===== config.mk =====
export PLATFORM = sky130hd
export DESIGN_NAME = mem_access_unit
export DESIGN_NICKNAME = d
export VERILOG_FILES = /design/src/rtl/mem_access_unit.sv
export SDC_FILE = /design/constraint.sdc
export NUM_CORES = 1
export LEC_CHECK = 0
export CORE_MARGIN = 5
export CORE_UTILIZATION = 50
export DETAILED_ROUTE_END_ITERATION = 6
export DONT_BUFFER_PORTS = 1
export PLACE_DENSITY = 0.65
export SYNTH_ARGS = -nofsm -noshare
export SYNTH_HDL_FRONTEND = slang
export SYNTH_SLANG_ARGS = --single-unit

===== constraint.sdc =====
create_clock -name clk -period 3.5 [get_ports clk]
set_input_delay 0.175 -clock clk [delete_from_list [all_inputs] [get_ports clk]]
set_output_delay 0.175 -clock clk [all_outputs]
set_load 0.05 [all_outputs]

===== src/rtl/mem_access_unit.sv =====
// mem_access_unit: drives the data-memory port for load/store requests.
// Stores are lane-aligned. Loads are shifted down to bit 0 for the register
// file. Accesses that straddle a word boundary become two aligned word accesses.
// Optional build macro MISALIGN_TRAP_EN: straddling requests are refused
// (no memory access) and complete with misalign_err instead of being split.
module mem_access_unit (
  input  logic        clk,
  input  logic        reset,
  input  logic        req_valid,
  output logic        req_ready,
  input  logic        req_store,
  input  logic [1:0]  req_size,
  input  logic        req_unsign,
  input  logic [31:0] req_addr,
  input  logic [31:0] req_wdata,
  input  logic [4:0]  req_rd,
  output logic [31:0] daddr,
  output logic        dre,
  output logic [3:0]  dwe,
  output logic [31:0] dwdata,
  input  logic [31:0] drdata,
  output logic [3:0]  rf_we,
  output logic [31:0] rf_wdata,
  output logic [4:0]  rf_rd,
  output logic        l_unsign_flag,
  output logic        done,
  output logic        misalign_err
);

  typedef enum logic [2:0] {IDLE, ACC0, ACC1, CAPT, RESP} state_t;

  localparam logic [1:0] SZ_B = 2'd0;
  localparam logic [1:0] SZ_H = 2'd1;
  localparam logic [1:0] SZ_W = 2'd2;

  // Size code 3 behaves as a word everywhere, so it is folded at latch time.
  function automatic logic [1:0] norm_size(input logic [1:0] s);
    return (s == 2'd3) ? SZ_W : s;
  endfunction

  function automatic logic needs_split(input logic [1:0] s, input logic [1:0] off);
    case (s)
      SZ_H:    return (off == 2'd3);
      SZ_W:    return (off != 2'd0);
      default: return 1'b0;
    endcase
  endfunction

  function automatic logic [3:0] lane_mask0(input logic [1:0] s, input logic [1:0] off);
    case (s)
      SZ_B:    return 4'b0001 << off;
      SZ_H:    return 4'b0011 << off;
      default: return 4'b1111 << off;
    endcase
  endfunction

  function automatic logic [3:0] lane_mask1(input logic [1:0] s, input logic [1:0] off);
    case (s)
      SZ_H:    return 4'b0001;
      SZ_W:    return 4'b1111 >> (3'd4 - {1'b0, off});
      default: return 4'b0000;
    endcase
  endfunction

  function automatic logic [3:0] we_code(input logic [1:0] s);
    case (s)
      SZ_B:    return 4'b0001;
      SZ_H:    return 4'b0011;
      default: return 4'b1111;
    endcase
  endfunction

  function automatic logic [31:0] size_mask(input logic [1:0] s);
    case (s)
      SZ_B:    return 32'h0000_00FF;
      SZ_H:    return 32'h0000_FFFF;
      default: return 32'hFFFF_FFFF;
    endcase
  endfunction

  state_t      state_q, state_d;
  logic [31:0] addr_q, wdata_q, buf0_q, rfdata_q;
  logic [1:0]  size_q;
  logic        store_q, unsign_q, err_q;
  logic [4:0]  rd_q;

  logic        accept, trap_now, split;
  logic [1:0]  off;
  logic [4:0]  sh;
  logic [31:0] a0, a1;
  logic [63:0] ld_win;
  logic [31:0] ld_data;

`ifdef MISALIGN_TRAP_EN
  assign trap_now = needs_split(norm_size(req_size), req_addr[1:0]);
`else
  assign trap_now = 1'b0;
`endif

  assign accept = req_valid && req_ready;
  assign off    = addr_q[1:0];
  assign sh     = {off, 3'b000};
  assign a0     = {addr_q[31:2], 2'b00};
  assign a1     = a0 + 32'd4;
  assign split  = needs_split(size_q, off);

  // Load alignment: the upper word of a split load is taken straight from
  // drdata in CAPT, so only the lower word needs a holding register.
  always_comb begin
    ld_win  = split ? {drdata, buf0_q} : {32'd0, drdata};
    ld_win  = ld_win >> sh;
    ld_data = ld_win[31:0] & size_mask(size_q);
  end

  // State register.
  always_ff @(posedge clk) begin
    if (reset) state_q <= IDLE;
    else       state_q <= state_d;
  end

  // Request latch, read-data buffer and load result register.
  always_ff @(posedge clk) begin
    if (reset) begin
      addr_q   <= '0;
      wdata_q  <= '0;
      size_q   <= '0;
      store_q  <= 1'b0;
      unsign_q <= 1'b0;
      rd_q     <= '0;
      err_q    <= 1'b0;
      buf0_q   <= '0;
      rfdata_q <= '0;
    end else begin
      if (accept) begin
        addr_q   <= req_addr;
        wdata_q  <= req_wdata;
        size_q   <= norm_size(req_size);
        store_q  <= req_store;
        unsign_q <= req_unsign;
        rd_q     <= req_rd;
        err_q    <= trap_now;
      end
      if (state_q == ACC1 && !store_q) buf0_q <= drdata;
      if (state_q == CAPT) begin
        if (!split) buf0_q <= drdata;
        rfdata_q <= ld_data;
      end
    end
  end

  // Next-state and output decode.
  always_comb begin
    state_d       = state_q;
    req_ready     = 1'b0;
    daddr         = '0;
    dre           = 1'b0;
    dwe           = 4'b0000;
    dwdata        = '0;
    rf_we         = 4'b0000;
    rf_wdata      = '0;
    rf_rd         = '0;
    l_unsign_flag = 1'b0;
    done          = 1'b0;
    misalign_err  = 1'b0;
    case (state_q)
      IDLE: begin
        req_ready = 1'b1;
        if (req_valid) state_d = trap_now ? RESP : ACC0;
      end
      ACC0: begin
        daddr = a0;
        if (store_q) begin
          dwe    = lane_mask0(size_q, off);
          dwdata = wdata_q << sh;
        end else begin
          dre = 1'b1;
        end
        if (split)        state_d = ACC1;
        else if (store_q) state_d = RESP;
        else              state_d = CAPT;
      end
      ACC1: begin
        daddr = a1;
        if (store_q) begin
          dwe    = lane_mask1(size_q, off);
          dwdata = wdata_q >> (6'd32 - {1'b0, sh});
        end else begin
          dre = 1'b1;
        end
        state_d = store_q ? RESP : CAPT;
      end
      CAPT: state_d = RESP;
      RESP: begin
        done         = 1'b1;
        misalign_err = err_q;
        if (!store_q && !err_q) begin
          rf_wdata      = rfdata_q;
          rf_rd         = rd_q;
          l_unsign_flag = unsign_q;
          if (rd_q != 5'd0) rf_we = we_code(size_q);
        end
        state_d = IDLE;
      end
      default: state_d = IDLE;
    endcase
  end

endmodule

==> results.sh, run 1 <==
export IMPL_status="complete, but fails checks"
export IMPL_violations="DRC"
export IMPL_most_common_layout_cells="nand2_1, a21oi_1, dfxtp_1"
export IMPL_timing_clock_skew_ns=0.00901
export IMPL_drive_above_1_share_pct=15.3
export IMPL_cts_tree="built"
export IMPL_cp_data_arrival_time_ns=3.12
export IMPL_post_layout_nonfiller_instances=1502
export IMPL_worst_r2r_cell_count=8
export IMPL_numPlacedInstances=1360
export IMPL_critical_path_startpoint_type="register"
export IMPL_path_max_fanout=12
export IMPL_r2r_end="rfdata_q[17]"
export IMPL_clk_latency_ns=0.43
export IMPL_routabilityCongestion=0.917
export IMPL_postSynthAreaPerCell_sq_um=7.65
export IMPL_setup_tns_ns=0
export IMPL_rsz_0062_raised_after_global_routing="false"
export IMPL_fin_ws_ns=0.209
export IMPL_hold_depth=3
export IMPL_seq_area_frac_synth_pct=32.2
export IMPL_grt_remaining_overflow=0
export IMPL_power_density_mw_per_mm2=440
export IMPL_ir_drop_mv=0.388
export IMPL_vias_per_cell=6.24
export IMPL_synth_seq_cells=140
export IMPL_final_antenna_net_count=0
export IMPL_pins_over_their_slew_limit=0
export IMPL_finish_stage_setup_viols=0
export IMPL_row_count=48
export IMPL_timing_critical_path_slowest_stage_cell="or3_1"
export IMPL_cts_sinks=140
export IMPL_timing_fmax_mhz=304
export IMPL_detailroute_via_count=9365
export IMPL_cellLeakagePower_nw=4.14
export IMPL_dp_worst_setup_slack_ns=0.695
export IMPL_nets=1378
export IMPL_worstSetupEndpointType="primary output"
export IMPL_synthArstFlopShare_pct=0
export IMPL_drt_iter0_drc=978
export IMPL_postRouteWirelength_mm=31.1
export IMPL_netlist_cell_type_count=60
export IMPL_layout_area_overhead_vs_synth_pct=29.9
export IMPL_initial_cell_density_of_the_core_pct=50.8
export IMPL_mappedNetlistArea_sq_mm=0.00872
export IMPL_number_of_global_route_vias_before_repair=8944
export IMPL_report_power_total_mw=4.98
export IMPL_drc=5
export IMPL_postLayoutCoreUtil_pct=65.9
export IMPL_hold_path_end="rfdata_q[15]"
export IMPL_floorplan_io_pins=222
export IMPL_cp_slowest_stage_delay_ns=0.53
export IMPL_critical_path_cell_by_cell="inv_1 -> buf_4 -> ha_1 -> or4b_1 -> or3_1 -> nor2_8 -> a21oi_1 -> a211oi_4 -> buf_12"
export IMPL_synthesis_yosys_warnings=0
export IMPL_grt_antenna_before_repair=1
export IMPL_grt_total_usage_pct=30.1
export IMPL_die_area_sq_mm=0.0202
export IMPL_cts_reportedPaths_clkPinSlew_ns=0.06
export IMPL_clock_tree_htree_level_count=4
export IMPL_r2r_slack_ns=0.58
export IMPL_worstPathRequired_ns=3.32
export IMPL_critPathKind="register to primary output"
export IMPL_finalCritPeriodShare_pct=94.0
export IMPL_synth_enable_flop_cells=0
export IMPL_routed_wire_length_per_instance_microns=20.7
export IMPL_cts_inserted_buffers=17
export IMPL_drv_cap=0
export IMPL_worst_slew_pin_slew_ns=1.14
export IMPL_place_port_buffers=0
export IMPL_fp_dieW_microns=142
export IMPL_dpl_wire_length_mm=19.8
export IMPL_synthesis_instances=1140
export IMPL_first_pass_iters=7
export IMPL_die_height_microns=142
export IMPL_grt_first_pass_wirelength_mm=48.6
export IMPL_core_sq_mm=0.0172
export IMPL_layout_min_cycle_time_ns=3.29
export IMPL_hold_start="drdata[7]"
export IMPL_r2r_start="addr_q[1]"
export IMPL_maxSlewHeadroom_pct=24.0
export IMPL_cts_root_buf="clkbuf_16"
export IMPL_cts_path_max_buffers=2
export IMPL_timing_final_hold_violations=0
export IMPL_hold_class="input pin to register"
export IMPL_mostFrequentLayoutCell="nand2_1"
export IMPL_grt_max_degree=130
export IMPL_synth_flop_cell="dfxtp_1"
## report_power, final
| group | switching [mW] | internal, mW | total [mW] |
|---|---|---|---|
| registers | 0.126 | 1.69 | 1.82 |
| logic | 0.649 | 0.379 | 1.03 |
| clock network | 0.747 | 1.38 | 2.13 |
| total | 1.52 | 3.46 | 4.98 |
## cells by family after synthesis
logic type	count (synthesis)	synth area share [%]
AOI/OAI and AO/OA	344	23.5
xor gates and xnor gates	5	0.502
adders and majority gates	8	1.15
buffers and inverters	114	6.06
DFF	140	32.2
muxes	88	13.6
other	1	0.0430
and+or+nand+nor	440	23.1
## state kept, by name (all words and copies together) (netlist names)
| name | flops |
|---|---|
| unsign_q | 1 |
| store_q | 1 |
| rd_q | 5 |
| rfdata_q | 32 |
| addr_q | 32 |
| buf0_q | 32 |
| wdata_q | 32 |
| size_q | 2 |
| state_q | 3 |
## final cells by class
type | instances | area [sq um]
clock buffers | 18 | 450
well taps | 225 | 282
clock inverters | 14 | 238
diodes | 2 | 5.00
flip-flops and latches | 140 | 2810
inverters | 12 | 45.0
repair buffers | 203 | 1930
fillers | 1432 | 5860
multi-input cells | 888 | 5570
## timing repair
item	CTS	global route
resized for setup	0	0
hold endpoints to repair	129	0
setup buffers	0	0
hold buffers	108	0
## cells in the mapped netlist (11+ instances only)
cell type  number  area share (%)
o21a_1         15             1.3
nor3_1         18             1.0
nor2_1         43             1.9
clkbuf_1       66             2.8
o22ai_1        28             2.0
buf_2          17            0.98
mux4_2         24             6.2
inv_1          11            0.47
a21oi_1       185              11
nand3_1        17            0.98
dfxtp_1       140              32
o21ai_0        47             2.7
and3_1         42             3.0
mux2i_1        63             7.2
a211oi_1       15             1.3
nand2_1       266              11
## worst max-delay path, delay by kind of cell (launching register included)
| family | cells | cell delay (ns) |
|---|---|---|
| AND/OR/NAND/NOR | 3 | 1.23 |
| buffers and inverters | 3 | 0.45 |
| AO/OA/AOI/OAI | 2 | 0.41 |
| flip-flops | 1 | 0.36 |
| adder cells (fa/ha/maj) | 1 | 0.23 |
## worst max path at each step
stage	slack, ns	from	end
finish	0.21	addr_q[1]	dwdata[30]
global route	0.12	addr_q[1]	dwdata[30]
CTS	0.24	addr_q[1]	dwdata[30]
detailed placement	0.70	addr_q[1]	rfdata_q[17]
global placement	0.75	addr_q[1]	dwdata[25]
floorplan	-0.01	addr_q[0]	dwdata[16]
## per-layer routing
metal | share of wire [%] | vias to the layer above | global-route usage, % | wire, microns
met3 | 11 | 109 | 8.03 | 3400
met1 | 42 | 4381 | 41.2 | 12900
li1 | - | 4333 | - | -
met5 | 0 | - | 0 | 0
met2 | 43 | 542 | 44.5 | 13400
met4 | 4.3 | 0 | 13.8 | 1350
## stage by stage
stage / cell area, sq um / hold WS, ns
floorplan: 8780 / 0.311
global placement: 9530 / 0.262
detailed placement: 9530 / 0.263
CTS: 11300 / 0.0457
global route: 11300 / 0.0693
finish: 11300 / 0.0538
Note: power is estimated with default switching activity, not from simulation.
==> run 2, diff against run 1 <==
--- a/config.mk
+++ b/config.mk
@@ -5,6 +5,8 @@
 export SDC_FILE = /design/constraint.sdc
 export NUM_CORES = 1
 export LEC_CHECK = 0
+export ABC_AREA = 1
+export CAP_MARGIN = 20
 export CORE_MARGIN = 5
 export CORE_UTILIZATION = 50
 export DETAILED_ROUTE_END_ITERATION = 6
==> results.sh, run 2 <==
export IMPL_status="completed"
export IMPL_cellLeakagePower_nw=4.88
export IMPL_yosys_area_share_xor_xnor_pct=0.386
export IMPL_place_port_buffers=0
export IMPL_first_pass_iters=6
export IMPL_most_common_layout_cells="nand2_1, nand3_1, inv_1"
export IMPL_rsz_0062_raised_after_global_routing="false"
export IMPL_routabilityCongestion=0.956
export IMPL_timing_critical_path_slowest_stage_cell="inv_1"
export IMPL_critical_path_startpoint_type="register"
export IMPL_post_cts_buffers=0
export IMPL_grt_antenna_before_repair=1
export IMPL_finish_stage_setup_viols=0
export IMPL_cts_inserted_buffers=17
export IMPL_dpl_wire_length_mm=21.5
export IMPL_synth_seq_cells=140
export IMPL_mostFrequentLayoutCell="nand2_1"
export IMPL_layout_area_overhead_vs_synth_pct=31.1
export IMPL_initial_cell_density_of_the_core_pct=50.6
export IMPL_synth_enable_flop_cells=0
export IMPL_cts_reportedPaths_clkPinSlew_ns=0.06
export IMPL_synth_mux_area_fraction_pct=0
export IMPL_path_max_fanout=29
export IMPL_floorplan_io_pins=222
export IMPL_die_area_sq_mm=0.0209
export IMPL_grt_remaining_overflow=0
export IMPL_power_frac_seq_pct=30.7
export IMPL_fin_worst_hold_slack_ns=0.0107
export IMPL_ir_drop_mv=0.409
export IMPL_fp_dieW_microns=145
export IMPL_cts_repair_resize_count=0
export IMPL_cts_tree="built"
export IMPL_clock_tree_htree_level_count=4
export IMPL_routed_wire_length_per_instance_microns=17.0
export IMPL_worst_path_most_repeated_cell="buf_4"
export IMPL_finalInstanceArea_sq_mm=0.0119
export IMPL_worst_slew_pin_slew_ns=1.03
export IMPL_critical_path_cell_by_cell="inv_2 -> ha_1 -> buf_4 -> inv_1 -> nand2_4 -> o22ai_1 -> buf_4"
export IMPL_cts_path_max_buffers=2
export IMPL_synth_flop_cell="dfxtp_1"
export IMPL_power_switching_share_pct=45.5
export IMPL_timing_final_hold_violations=0
export IMPL_finalCritPeriodShare_pct=90.1
export IMPL_setup_tns_ns=0
export IMPL_pins_over_their_slew_limit=0
export IMPL_layout_min_cycle_time_ns=3.15
export IMPL_timing_clock_skew_ns=0.00966
export IMPL_timing_critical_path_buf_inv=4
export IMPL_mappedNetlistArea_sq_mm=0.00907
export IMPL_grt_max_degree=98
export IMPL_final_antenna_net_count=0
export IMPL_postSynthAreaPerCell_sq_um=6.06
export IMPL_cts_sinks=140
export IMPL_drv_cap=0
export IMPL_power_density_mw_per_mm2=613
export IMPL_timing_fmax_mhz=317
export IMPL_drt_iter0_drc=1020
export IMPL_psw_mw=3.32
export IMPL_synth_top_cells_by_area="dfxtp_1, nand3_1, nand2_1"
export IMPL_comb_power_share_pct=45.1
export IMPL_die_height_microns=145
export IMPL_clock_power_share_pct=24.2
export IMPL_nFillCells=1655
export IMPL_synthSimpleGateAreaFrac_pct=32.3
export IMPL_yosys_cell_count_top_type="nand2_1"
export IMPL_cts_root_buf="clkbuf_16"
export IMPL_grt_first_pass_wirelength_mm=50.8
export IMPL_seq_area_frac_synth_pct=30.9
export IMPL_nets=1763
export IMPL_area_of_placed_instances_sq_mm=0.0102
export IMPL_grt_total_usage_pct=30.3
export IMPL_number_of_global_route_vias_before_repair=9714
export IMPL_drc=0
export IMPL_synth_compound_area_share_pct=22.4
export IMPL_critPathKind="register to primary output"
export IMPL_internal_power_mw=3.97
export IMPL_worstPathRequired_ns=3.32
export IMPL_drive_above_1_share_pct=11.5
export IMPL_maxSlewHeadroom_pct=31.5
export IMPL_yosys_area_top_type_share_pct=30.9
export IMPL_r2r_slack_ns=0.70
export IMPL_synthesis_yosys_warnings=0
export IMPL_synth_top_area_cell="dfxtp_1"
export IMPL_synth_fa_ha_area_share_pct=1.10
export IMPL_detailroute_via_count=10700
export IMPL_core_sq_mm=0.0179
export IMPL_cp_data_arrival_time_ns=2.98
export IMPL_synthesis_instances=1495
export IMPL_synthArstFlopShare_pct=0
export IMPL_cpLargestDelayFamily="buffers and inverters"
export IMPL_row_count=49
export IMPL_netlist_top_cells_count="nand2_1, nand3_1, inv_1, a21oi_1, o21ai_0"
export IMPL_clk_latency_ns=0.43
export IMPL_worstSetupEndpointType="primary output"
export IMPL_largest_family_of_logic_cells_by_synthesized_area="simple AND/OR/NAND/NOR gates"
export IMPL_cp_slowest_stage_delay_ns=0.54
export IMPL_vias_per_cell=5.65
export IMPL_postRouteWirelength_mm=32.1
export IMPL_hold_class="input pin to register"
export IMPL_netlist_cell_type_count=40
==> run 2: cell count changes after synthesis, sizes merged, moves of 24 or more <==
cell / previous run / this run
nand3: 18 / 222
inv: 11 / 187
o21ai: 47 / 175
nor2: 44 / 138
mux2i: 63 / 0
and3: 42 / 0
mux4: 24 / 0
==> run 2: final timing paths <==
kind                            depth (start not counted)    startpoint         end
worst max-delay path                                    7     addr_q[1]  dwdata[31]
worst max register to register                         11     addr_q[1]   buf0_q[0]
worst min register to register                          2    buf0_q[21]  buf0_q[21]
worst min-delay path                                    2  req_addr[21]  addr_q[21]
==> run 2: layout make-up <==
cell class                      count  area (sq um)  share of cell area [%]
Clock buffer                       17           425                    3.58
Tap cell                          229           287                    2.41
Antenna cell                        1          2.50                  0.0211
Clock inverter                     12           126                    1.06
Multi-Input combinational cell   1066          5190                    43.6
Sequential cell                   140          2810                    23.6
Inverter                          187           702                    5.90
Timing Repair Buffer              235          2350                    19.8
==> run 2: what timing repair did <==
action                     4_1_cts  5_1_grt
hold endpoints to repair       134        0
setup endpoints to repair        0        0
hold buffers                   116        0
==> run 2: per-layer routing <==
metal,part of all wire (%),GRT usage [%]
met1,44,44.0
met2,43,45.2
met4,1.5,6.33
met3,12,8.45
met5,0,0
==> run 2: power groups by stage <==
stage / clock (mW) / combinational [mW] / sequential, mW
2_1_floorplan: 0 / 2.37 / 2.19
3_3_place_gp: 0 / 3.02 / 2.25
3_5_place_dp: 0 / 3.06 / 2.26
4_1_cts: 1.77 / 3.23 / 2.23
5_1_grt: 1.85 / 3.61 / 2.29
6_report: 1.76 / 3.29 / 2.24
==> run 2: metrics by stage <==
step           worst slack [ns]  utilization [%]  cells  power [mW]
6_report                  0.348             66.4   1887        7.29
5_1_grt                   0.193             66.4   1887        7.75
4_1_cts                   0.402             66.4   1886        7.23
3_5_place_dp              0.746             56.8   1741        5.31
3_3_place_gp              0.817             56.8   1741        5.27
2_1_floorplan             0.271                -   1497        4.55
==> run 2: cell families after synthesis <==
logic type	count (synthesis)
other cells	1
xor+xnor	4
flops	140
buf+inv	291
fa+ha+maj	8
simple gates	668
compound gates	383
==> run 3, diff against run 2 <==
==> constraint.sdc (replaced) <==
create_clock -name clk -period 3.5 [get_ports clk]
set_input_delay 0.7 -clock clk [delete_from_list [all_inputs] [get_ports clk]]
set_output_delay 0.7 -clock clk [all_outputs]
set_load 0.05 [all_outputs]
==> results.sh, run 3 (synthesized netlist as in run 2, its figures left out) <==
export IMPL_grt_remaining_overflow=0
export IMPL_finalCritPeriodShare_pct=94.7
export IMPL_die_area_sq_mm=0.0209
export IMPL_cts_sinks=140
export IMPL_clock_power_share_pct=25.6
export IMPL_setup_tns_ns=0
export IMPL_hold_class="input pin to register"
export IMPL_cts_inserted_buffers=17
export IMPL_clk_latency_ns=0.43
export IMPL_most_common_layout_cells="nand2_1, nand3_1, inv_1"
export IMPL_critical_path_startpoint_type="register"
export IMPL_drive_above_1_share_pct=12.8
export IMPL_cts_tree="built"
export IMPL_post_layout_nonfiller_instances=1779
export IMPL_comb_power_share_pct=43.5
export IMPL_grt_first_pass_wirelength_mm=47.9
export IMPL_floorplan_io_pins=222
export IMPL_first_pass_iters=7
export IMPL_timing_clock_skew_ns=0.0108
export IMPL_vias_per_cell=5.66
export IMPL_row_count=49
export IMPL_mostFrequentLayoutCell="nand2_1"
export IMPL_internal_power_mw=3.95
export IMPL_routed_wire_length_per_instance_microns=17.3
export IMPL_postRouteWirelength_mm=30.8
export IMPL_ir_drop_mv=0.415
export IMPL_r2r_slack_ns=0.37
export IMPL_cp_data_arrival_time_ns=2.61
export IMPL_fin_worst_hold_slack_ns=0.342
export IMPL_initial_cell_density_of_the_core_pct=50.6
export IMPL_core_sq_mm=0.0179
export IMPL_grt_total_usage_pct=28.9
export IMPL_number_of_global_route_vias_before_repair=8992
export IMPL_violations="DRC"
export IMPL_area_of_placed_instances_sq_mm=0.0102
export IMPL_dpl_wire_length_mm=21.6
export IMPL_cts_reportedPaths_clkPinSlew_ns=0.06
export IMPL_power_switching_share_pct=45.5
export IMPL_worstPathRequired_ns=2.80
export IMPL_die_height_microns=145
export IMPL_place_port_buffers=0
export IMPL_drt_iter0_drc=1065
export IMPL_cts_path_max_buffers=2
export IMPL_drv_cap=0
export IMPL_postLayoutCoreUtil_pct=60.5
export IMPL_finalInstanceArea_sq_mm=0.0108
export IMPL_routabilityCongestion=0.923
export IMPL_power_frac_seq_pct=30.9
export IMPL_timing_fmax_mhz=302
export IMPL_dp_worst_setup_slack_ns=0.450
export IMPL_fp_dieW_microns=145
export IMPL_grt_antenna_before_repair=2
export IMPL_final_antenna_net_count=0
export IMPL_rsz_0062_raised_after_global_routing="false"
export IMPL_status="complete, but fails checks"
export IMPL_pins_over_their_slew_limit=0
export IMPL_psw_mw=3.29
export IMPL_cts_root_buf="clkbuf_16"
export IMPL_finish_stage_setup_viols=0
export IMPL_path_max_fanout=24
export IMPL_report_power_total_mw=7.24
export IMPL_drc=2
export IMPL_worst_slew_pin_slew_ns=1.04
export IMPL_grt_max_degree=99
export IMPL_numPlacedInstances=1746
export IMPL_fin_ws_ns=0.187
export IMPL_cellLeakagePower_nw=4.47
export IMPL_power_density_mw_per_mm2=669
export IMPL_worstSetupEndpointType="primary output"
export IMPL_critPathKind="register to primary output"
export IMPL_maxSlewHeadroom_pct=30.9
export IMPL_timing_final_hold_violations=0
export IMPL_nets=1652
export IMPL_clock_tree_htree_level_count=4
export IMPL_detailroute_via_count=10100
export IMPL_layout_area_overhead_vs_synth_pct=19.4
export IMPL_layout_min_cycle_time_ns=3.31
[run 3: cell types whose count changed in the layout (fill, tap and decap cells not counted), sizes merged]
cell         delta
dlygate4sd3   -115
buf             +4
clkbuf          +2
clkinv          +2
inv             -1
[run 3: path summary, 6_finish.rpt]
check,cells past startpoint,endpoint,from
setup / recovery,7,dwdata[28],state_q[2]
hold / removal,1,rfdata_q[16],reset
setup reg to reg,12,buf0_q[23],addr_q[1]
hold reg to reg,2,buf0_q[31],buf0_q[31]
[run 3: cell type report]
class | instances | area, sq um
repair buffers | 124 | 1230
multi-input cells | 1066 | 5190
inverters | 187 | 706
well taps | 229 | 287
clock buffers | 19 | 464
fillers | 1762 | 7080
clock inverters | 13 | 139
diodes | 1 | 2.50
flip-flops and latches | 140 | 2810
[run 3: repair_timing]
item,in CTS,in global routing
resized for setup,0,2
hold buffers,0,0
buffers inserted,0,0
setup endpoints to repair,0,22
[run 3: critical path, stage by stage, from the launching register on]
cell	delay (ns)
dfxtp_1	0.40
nor3_4	0.45
nand2_1	0.23
inv_2	0.15
buf_4	0.28
o21ai_0	0.14
o21ai_1	0.34
buf_12	0.19
[run 3: power groups by stage]
stage | clock network, mW | registers [mW] | logic, mW
CTS | 1.87 | 2.23 | 3.11
global placement | 0 | 2.25 | 3.06
floorplan | 0 | 2.19 | 2.37
finish | 1.86 | 2.23 | 3.15
global route | 1.95 | 2.28 | 3.47
detailed placement | 0 | 2.25 | 3.10
[run 3: layer usage]
metal | global-route usage (%) | vias to the layer above | share of wire [%] | wire, microns
li1 | - | 5025 | - | -
met1 | 42.2 | 4535 | 45 | 13900
met2 | 41.6 | 464 | 42 | 12900
met3 | 9.33 | 41 | 11 | 3540
met4 | 6.43 | 2 | 1.4 | 446
met5 | 0 | - | 0.062 | 19
